==> src/rtl/i2s_tx_serializer.sv <==
// rtl/i2s_tx_serializer.sv - I2S master transmitter: BCLK/LRCLK generation and Philips-format serial data
module i2s_tx_serializer #(
  parameter int DATA_W   = 16,
  parameter int SLOT_W   = 32,
  parameter int BCLK_DIV = 4
) (
  input  logic              state_clk,
  input  logic              reset_n,
  input  logic [DATA_W-1:0] in_left,
  input  logic [DATA_W-1:0] in_right,
  input  logic              in_valid,
  output logic              in_ready,
  output logic              bclk,
  output logic              lr_clk,
  output logic              sdata,
  output logic              frame_start,
  output logic              underrun
);

  localparam int FRAME_W = 2 * SLOT_W;
  localparam int CNT_W   = $clog2(FRAME_W);
  localparam int DIV_W   = (BCLK_DIV > 1) ? $clog2(BCLK_DIV) : 1;

  localparam logic [CNT_W-1:0] CNT_LAST = CNT_W'(FRAME_W - 1);
  localparam logic [CNT_W-1:0] CNT_SLOT = CNT_W'(SLOT_W);
  localparam logic [DIV_W-1:0] DIV_LAST = DIV_W'(BCLK_DIV - 1);

  logic [DIV_W-1:0]   div_cnt;
  logic [CNT_W-1:0]   bit_cnt;
  logic [CNT_W-1:0]   bit_cnt_nxt;
  logic [FRAME_W-1:0] sr;
  logic [FRAME_W-1:0] frame_word;
  logic [SLOT_W-1:0]  left_slot;
  logic [SLOT_W-1:0]  right_slot;
  logic [DATA_W-1:0]  hold_left;
  logic [DATA_W-1:0]  hold_right;
  logic               hold_full;
  logic               div_tc;
  logic               fall_evt;
  logic               wrap;
  logic               accept;

  assign div_tc      = (div_cnt == DIV_LAST);
  assign fall_evt    = div_tc && bclk;
  assign bit_cnt_nxt = (bit_cnt == CNT_LAST) ? '0 : bit_cnt + 1'b1;
  assign wrap        = fall_evt && (bit_cnt_nxt == '0);
  assign in_ready    = ~hold_full;
  assign accept      = in_valid && in_ready;

  // Samples are left-justified in their slot; an empty holding register sends silence.
  always_comb begin
    left_slot  = '0;
    right_slot = '0;
    left_slot[SLOT_W-1 -: DATA_W]  = hold_left;
    right_slot[SLOT_W-1 -: DATA_W] = hold_right;
    frame_word = hold_full ? {left_slot, right_slot} : '0;
  end

  always_ff @(posedge state_clk) begin
    if (!reset_n) begin
      div_cnt <= '0;
      bclk    <= 1'b0;
    end else begin
      div_cnt <= div_tc ? '0 : div_cnt + 1'b1;
      if (div_tc) begin
        bclk <= ~bclk;
      end
    end
  end

  // sdata takes the old MSB, giving the one-BCLK delay after each lr_clk edge.
  always_ff @(posedge state_clk) begin
    if (!reset_n) begin
      bit_cnt     <= CNT_LAST;
      lr_clk      <= 1'b1;
      sdata       <= 1'b0;
      sr          <= '0;
      frame_start <= 1'b0;
      underrun    <= 1'b0;
    end else begin
      frame_start <= wrap;
      underrun    <= wrap && !hold_full;
      if (fall_evt) begin
        bit_cnt <= bit_cnt_nxt;
        lr_clk  <= (bit_cnt_nxt >= CNT_SLOT);
        sdata   <= sr[FRAME_W-1];
        sr      <= wrap ? frame_word : {sr[FRAME_W-2:0], 1'b0};
      end
    end
  end

  always_ff @(posedge state_clk) begin
    if (!reset_n) begin
      hold_full  <= 1'b0;
      hold_left  <= '0;
      hold_right <= '0;
    end else if (wrap && hold_full) begin
      hold_full <= 1'b0;
    end else if (accept) begin
      hold_full  <= 1'b1;
      hold_left  <= in_left;
      hold_right <= in_right;
    end
  end

endmodule

==> config.mk <==
export PLATFORM = sky130hd
export DESIGN_NAME = i2s_tx_serializer
export DESIGN_NICKNAME = d
export VERILOG_FILES = /design/src/rtl/i2s_tx_serializer.sv
export SDC_FILE = /design/constraint.sdc
export NUM_CORES = 1
export LEC_CHECK = 0
export ABC_CLOCK_PERIOD_IN_PS = 2850
export CORE_ASPECT_RATIO = 1.1
export CORE_MARGIN = 1
export CORE_UTILIZATION = 40
export DETAILED_ROUTE_END_ITERATION = 8
export GPL_TIMING_DRIVEN = 0
export PLACE_DENSITY = 0.59
export SETUP_SLACK_MARGIN = 0.05
export SLEW_MARGIN = 30
export SYNTH_ARGS = -nofsm -noshare
export SYNTH_HDL_FRONTEND = slang
export SYNTH_SLANG_ARGS = --single-unit
export TNS_END_PERCENT = 100
==> constraint.sdc <==
create_clock -name state_clk -period 2.85 [get_ports state_clk]
set_input_delay 0.57 -clock state_clk [delete_from_list [all_inputs] [get_ports state_clk]]
set_output_delay 0.57 -clock state_clk [all_outputs]
set_load 0.05 [all_outputs]
==> flow_metrics.env, run 1 <==
export IMPL_clk_path_buf_depth=2
export IMPL_die_x_microns=94.6
export IMPL_dp_hpwl_microns=5930
export IMPL_reg2reg_slack_ns=0.64
export IMPL_ios=41
export IMPL_ys_async_sr_fraction_pct=0
export IMPL_clk_latency_ns=0.35
export IMPL_syn_avg_cell_area_sq_um=9.46
export IMPL_period_share_pct=82.3
export IMPL_diodes=0
export IMPL_fin_setup_tns_ns=0
export IMPL_fin_nets=488
export IMPL_clock_sinks=94
export IMPL_clock_skew_ns=0.00777
export IMPL_synth_seq_cells=94
export IMPL_wire_per_inst_microns=15.0
export IMPL_sw_frac_of_total_pct=23.1
export IMPL_holdWs_ns=0.433
export IMPL_maxSlewHeadroom_pct=62.8
export IMPL_synth_area_sq_mm=0.00378
export IMPL_port_buffers=40
export IMPL_path_clk_slew_ns=0.08
export IMPL_drc_errors=0
export IMPL_min_path_type="flip-flop to flip-flop"
export IMPL_first_pass_iters=5
export IMPL_synth_most_common_cell="nand2_1"
export IMPL_numCtsBuffers=9
export IMPL_status="finished clean"
export IMPL_power_w=0.00242
export IMPL_core_rowCount=36
export IMPL_yosysUniqueCellTypes=37
export IMPL_grt_pass1_vias=2903
export IMPL_internal_power_w=0.00186
export IMPL_vdd_ir_drop_max_mv=0.233
export IMPL_fillers=904
export IMPL_yosys_top_cells_area="dfxtp_1 (50%), nand2_1 (9.5%), a221o_1 (8.2%), a21boi_0 (5.8%), and3_1 (5.5%)"
export IMPL_ys_flop_type="dfxtp_1"
export IMPL_slew_viol_final=0
export IMPL_die_y_microns=104
export IMPL_critPathCaptureType="flip-flop"
export IMPL_grt_ovfl_total=0
export IMPL_dieArea_sq_mm=0.00983
export IMPL_maxCapViolations=0
export IMPL_ctsResizeCount=0
export IMPL_grt_pass1_wl_microns=14100
export IMPL_p_per_area_mw_per_mm2=536
export IMPL_layout_drive_gt1_share_pct=7.49
export IMPL_synth_edf_count=0
export IMPL_setup_violations_final=0
export IMPL_comb_power_share_pct=7.5
export IMPL_leakage_nw=1.77
export IMPL_syn_to_final_growth_pct=19.4
export IMPL_cp_start_kind="input port"
export IMPL_synthCells=399
export IMPL_pre_cts_ws_ns=0.0712
export IMPL_finalNonFillerCells=568
export IMPL_clockRootBuffer="clkbuf_8"
export IMPL_path_class="input port to flip-flop"
export IMPL_post_cts_buffers=0
export IMPL_synth_common_cells="nand2_1 (96), dfxtp_1 (94), and3_1 (33), a221o_1 (31), a21boi_0 (29)"
export IMPL_power_switching_w=0.000560
export IMPL_yosys_warnings=0
export IMPL_vias=3006
export IMPL_seq_power_share_pct=56.5
export IMPL_finalWorstSetupSlack_ns=0.505
export IMPL_initial_core_util_pct=41.9
export IMPL_routabilityCongestion=0.840
export IMPL_htree_levels=3
export IMPL_rsz0062_at_grt="false"
export IMPL_dp_cells=553
export IMPL_wl_microns=8500
export IMPL_period_minus_slack_ns=2.34
export IMPL_hold_violations=0
export IMPL_critPathMaxFanout=10
export IMPL_worst_slew_pin_slew_ns=0.558
export IMPL_fp_coreArea_sq_mm=0.00901
export IMPL_grt_use_total_pct=18.2
export IMPL_drt_iter0_drc=147
export IMPL_cts_hold_buf=0
export IMPL_syn_nets=437
export IMPL_viasPerCell=5.29
export IMPL_synth_top_area_cell="dfxtp_1"
export IMPL_cp_arrival_ns=2.62
export IMPL_clockPowerShare_pct=36.0
export IMPL_crit_required_ns=3.12
export IMPL_drtAntennaViolNets=0
export IMPL_synth_seq_area_share_pct=49.8
export IMPL_max_freq_mhz=426
export IMPL_yosysTopAreaCellShare_pct=49.8
export IMPL_cts_tree="built"
export IMPL_grt_max_degree=15
export IMPL_antenna_found_initial=0
critical path, stage by stage:
cell             delay, ns
clkdlybuf4s50_1       0.56
clkbuf_1              0.36
clkbuf_1              0.49
clkbuf_1              0.41
a21boi_0              0.23
flip-flops by register name, indices dropped and copies added, names as in the netlist:
name / flops
lr_clk: 1
underrun: 1
hold_right: 16
bclk: 1
sr: 48
hold_left: 16
div_cnt: 2
sdata: 1
bit_cnt: 6
hold_full: 1
frame_start: 1
per-layer routing:
metal	share of wire, %	track usage (%)
met5	0	0
met4	0.82	5.09
met3	3.2	3.80
met2	46	29.1
met1	50	24.7
stage by stage:
stage / utilization [%] / cell area [sq um]
finish: 50.1 / 4510
global route: 50.1 / 4510
CTS: 50.1 / 4510
detailed placement: 47.9 / 4320
global placement: 47.9 / 4320
floorplan: - / 3780
final timing paths:
path / from / endpoint / depth (start not counted)
worst max-delay path: reset_n / hold_left[12]$_SDFFE_PN0P_ / 5
worst max register to register: bit_cnt[0]$_SDFFE_PN1P_ / sr[22]$_SDFFE_PN0P_ / 7
worst min register to register: div_cnt[0]$_SDFF_PP0_ / div_cnt[0]$_SDFF_PP0_ / 1
worst min-delay path: div_cnt[0]$_SDFF_PP0_ / div_cnt[0]$_SDFF_PP0_ / 1
layout by cell type (no fill, tap or decap), types with 2 or more instances in the layout:
| master | instances |
|---|---|
| ha_1 | 3 |
| xor2_1 | 2 |
| and3_1 | 33 |
| a21boi_1 | 21 |
| or3_1 | 3 |
| o21ai_1 | 3 |
| a21oi_1 | 3 |
| clkbuf_8 | 10 |
| nand2_1 | 96 |
| a221o_1 | 31 |
| o21ai_0 | 2 |
| and2_1 | 4 |
| nor2_1 | 3 |
| buf_2 | 5 |
| a21boi_0 | 29 |
| clkdlybuf4s50_1 | 40 |
| nand3_1 | 4 |
| nor3_2 | 2 |
| and3_2 | 2 |
| o211ai_1 | 16 |
| clkbuf_1 | 26 |
| clkinvlp_4 | 2 |
| dfxtp_1 | 94 |
| buf_6 | 3 |
cell type report:
cell class                 instances  area, sq um  area share [%]
buffer                            33          156            3.47
clock buffer                      12          145            3.22
clock inverter                     3         45.0           0.999
sequential                        94         1880            41.7
inverter                           1         3.75          0.0832
multi-input combinational        271         1730            38.5
tap                              114          143            3.16
timing repair buffer              40          400            8.88
cell families after synthesis:
kind of cell	Yosys count	synth area share, %
DFF	94	49.8
adders and majority gates	3	0.994
xor gates and xnor gates	3	0.696
buffers and inverters	34	4.24
and+or+nand+nor	156	20.9
AOI/OAI and AO/OA	109	23.3
power groups by stage:
stage	sequential, W	clock [W]	combinational (W)
2_1_floorplan	0.00140	0	0.0000939
6_report	0.00137	0.000870	0.000181
3_3_place_gp	0.00140	0	0.000181
5_1_grt	0.00137	0.000936	0.000202
3_5_place_dp	0.00140	0	0.000184
4_1_cts	0.00137	0.000887	0.000185
Power figures use the tool's default switching activity.
==> run 2: changes to the inputs <==
--- a/config.mk
+++ b/config.mk
@@ -5,7 +5,7 @@
 export SDC_FILE = /design/constraint.sdc
 export NUM_CORES = 1
 export LEC_CHECK = 0
-export ABC_CLOCK_PERIOD_IN_PS = 2850
+export ABC_CLOCK_PERIOD_IN_PS = 2300
 export CORE_ASPECT_RATIO = 1.1
 export CORE_MARGIN = 1
 export CORE_UTILIZATION = 40
==> constraint.sdc (replaced) <==
create_clock -name state_clk -period 2.3 [get_ports state_clk]
set_input_delay 0.46 -clock state_clk [delete_from_list [all_inputs] [get_ports state_clk]]
set_output_delay 0.46 -clock state_clk [all_outputs]
set_load 0.05 [all_outputs]
==> run 2 against run 1 <==
- setup slack got worse by 0.37 ns
- cell count increased by 0.53%
- critical path depth decreased by 3
- utilization increased by 0.28 points
- sequential share of layout area shrank 0.23 points
- wire length barely moved
- register-to-register slack got worse by 0.46 ns
- first-iteration DRC count rose by 19%
==> flow_metrics.env, run 2 (synthesis gave the netlist of run 1 again) <==
export IMPL_largest_reg_flops=48
export IMPL_cp_start_kind="flip-flop"
export IMPL_maxCapViolations=0
export IMPL_worst_path_buf_inv=2
export IMPL_setup_violations_final=0
export IMPL_die_x_microns=94.6
export IMPL_clockPowerShare_pct=35.9
export IMPL_slew_viol_final=0
export IMPL_vias=3000
export IMPL_sw_frac_of_total_pct=23.1
export IMPL_hold_start="div_cnt[0]$_SDFF_PP0_"
export IMPL_cts_tree="built"
export IMPL_first_pass_iters=4
export IMPL_vdd_ir_drop_max_mv=0.286
export IMPL_finalNonFillerCells=571
export IMPL_fp_coreArea_sq_mm=0.00901
export IMPL_r2r_end="sr[22]$_SDFFE_PN0P_"
export IMPL_crit_path_top_delay_cell="clkdlybuf4s50_1"
export IMPL_cp_top_family="buffers and inverters"
export IMPL_largest_register="sr"
export IMPL_pre_cts_ws_ns=-0.369
export IMPL_clockRootBuffer="clkbuf_8"
export IMPL_initial_core_util_pct=41.9
export IMPL_holdWs_ns=0.433
export IMPL_leakage_nw=1.80
export IMPL_finalWorstSetupSlack_ns=0.131
export IMPL_clock_sinks=94
export IMPL_period_minus_slack_ns=2.17
export IMPL_path_class="flip-flop to primary output"
export IMPL_min_path_type="flip-flop to flip-flop"
export IMPL_cpPeakStageDelay_ns=0.84
export IMPL_grt_ovfl_total=0
export IMPL_cp_arrival_ns=1.71
export IMPL_syn_to_final_growth_pct=20.1
export IMPL_p_per_area_mw_per_mm2=661
export IMPL_critPathCaptureType="primary output"
export IMPL_wire_per_inst_microns=14.9
export IMPL_antenna_found_initial=0
export IMPL_dieArea_sq_mm=0.00983
export IMPL_grt_pass1_vias=2903
export IMPL_crit_required_ns=1.84
export IMPL_grt_max_degree=15
export IMPL_fin_nets=491
export IMPL_ios=41
export IMPL_dp_hpwl_microns=5930
export IMPL_final_cell_mix="nand2_1 (96), dfxtp_1 (94), clkdlybuf4s50_1 (40), and3_1 (33), a221o_1 (31)"
export IMPL_drt_iter0_drc=175
export IMPL_reg2reg_from="bit_cnt[0]$_SDFFE_PN1P_"
export IMPL_max_freq_mhz=461
export IMPL_maxSlewHeadroom_pct=65.5
export IMPL_clock_skew_ns=0.00842
export IMPL_die_y_microns=104
export IMPL_cp_cell_sequence="inv_1 -> clkdlybuf4s50_1"
export IMPL_htree_levels=3
export IMPL_core_rowCount=36
export IMPL_seq_power_share_pct=56.5
export IMPL_whs_path_depth=1
export IMPL_numCtsBuffers=9
export IMPL_comb_power_share_pct=7.6
export IMPL_min_to="div_cnt[0]$_SDFF_PP0_"
export IMPL_viasPerCell=5.25
export IMPL_clk_latency_ns=0.35
export IMPL_period_share_pct=94.3
export IMPL_drc_errors=0
export IMPL_rsz0062_at_grt="false"
export IMPL_worst_slew_pin_slew_ns=0.518
export IMPL_wl_microns=8500
export IMPL_reg_top3="sr x48, hold_left x16, hold_right x16"
export IMPL_grt_use_total_pct=18.2
export IMPL_layout_drive_gt1_share_pct=8.53
export IMPL_drtAntennaViolNets=0
export IMPL_routabilityCongestion=0.840
export IMPL_diodes=0
export IMPL_internal_power_w=0.00231
export IMPL_dp_cells=553
export IMPL_layout_commonest_cell="nand2_1"
export IMPL_grt_pass1_wl_microns=14100
export IMPL_critPathMaxFanout=4
export IMPL_path_clk_slew_ns=0.08
export IMPL_clk_path_buf_depth=2
export IMPL_hold_violations=0
export IMPL_reg2regPathDepth=8
export IMPL_power_switching_w=0.000692
export IMPL_status="finished clean"
export IMPL_reg2reg_slack_ns=0.18
export IMPL_port_buffers=40
-- run 2: cell types whose count changed in the layout (fill, tap and decap cells not counted), sizes merged --
cell	change
buf	+3
-- run 2: through the flow --
step	TNS, ns	instance area, sq um	power (W)	util (%)
detailed placement	-13.98	4320	0.00196	47.9
CTS	0	4510	0.00302	50.1
floorplan	0	3780	0.00185	-
finish	0	4530	0.00300	50.3
global placement	-12.63	4320	0.00196	47.9
global route	0	4530	0.00311	50.3
-- run 2: repair_timing --
| action | in CTS | in global routing |
|---|---|---|
| setup endpoints to repair | 12 | 34 |
| hold buffers | 0 | 0 |
| setup buffers | 0 | 3 |
| resized for setup | 1 | 2 |
| pin swaps | 0 | 2 |
-- run 2: layout make-up --
class / count / area, sq um
Clock inverter: 3 / 45.0
Multi-Input combinational cell: 271 / 1730
Buffer: 33 / 159
Fill cell: 901 / 4470
Clock buffer: 12 / 145
Timing Repair Buffer: 43 / 423
Tap cell: 114 / 143
Sequential cell: 94 / 1880
Inverter: 1 / 3.75
-- run 2: worst max path at each step --
stage                       startpoint                    endpoint  slack, ns  cells past startpoint
3_5_place_dp                   reset_n  hold_left[12]$_SDFFE_PN0P_      -0.37                      5
6_report        hold_full$_SDFFE_PP0P_                    in_ready       0.13                      2
3_3_place_gp                   reset_n  hold_right[0]$_SDFFE_PN0P_      -0.33                      5
2_1_floorplan        bclk$_SDFFE_PN0N_         sr[17]$_SDFFE_PN0P_       0.29                      7
5_1_grt          div_cnt[0]$_SDFF_PP0_         sr[29]$_SDFFE_PN0P_       0.06                      8
4_1_cts        bit_cnt[0]$_SDFFE_PN1P_         sr[29]$_SDFFE_PN0P_       0.08                      7
-- run 2: routing by layer --
metal  routed length, microns  track usage (%)
met3                      288             3.80
met1                     4190             24.7
met4                      109             5.09
met2                     3920             29.1
met5                        0                0
-- run 2: power by group through the flow --
stage / sequential [W] / clock (W) / combinational, W
after floorplan: 0.00173 / 0 / 0.000116
after detailed placement: 0.00173 / 0 / 0.000228
final: 0.00169 / 0.00108 / 0.000227
after CTS: 0.00170 / 0.00110 / 0.000229
after global placement: 0.00173 / 0 / 0.000224
after global routing: 0.00170 / 0.00116 / 0.000252
==> run 3: changes to the inputs <==
--- a/config.mk
+++ b/config.mk
@@ -13,7 +13,7 @@
 export GPL_TIMING_DRIVEN = 0
 export PLACE_DENSITY = 0.59
 export SETUP_SLACK_MARGIN = 0.05
-export SLEW_MARGIN = 30
+export SLEW_MARGIN = 20
 export SYNTH_ARGS = -nofsm -noshare
 export SYNTH_HDL_FRONTEND = slang
 export SYNTH_SLANG_ARGS = --single-unit
==> results of run 3 <==
The final DEF is identical to that of run 2; final timing and power are the same.
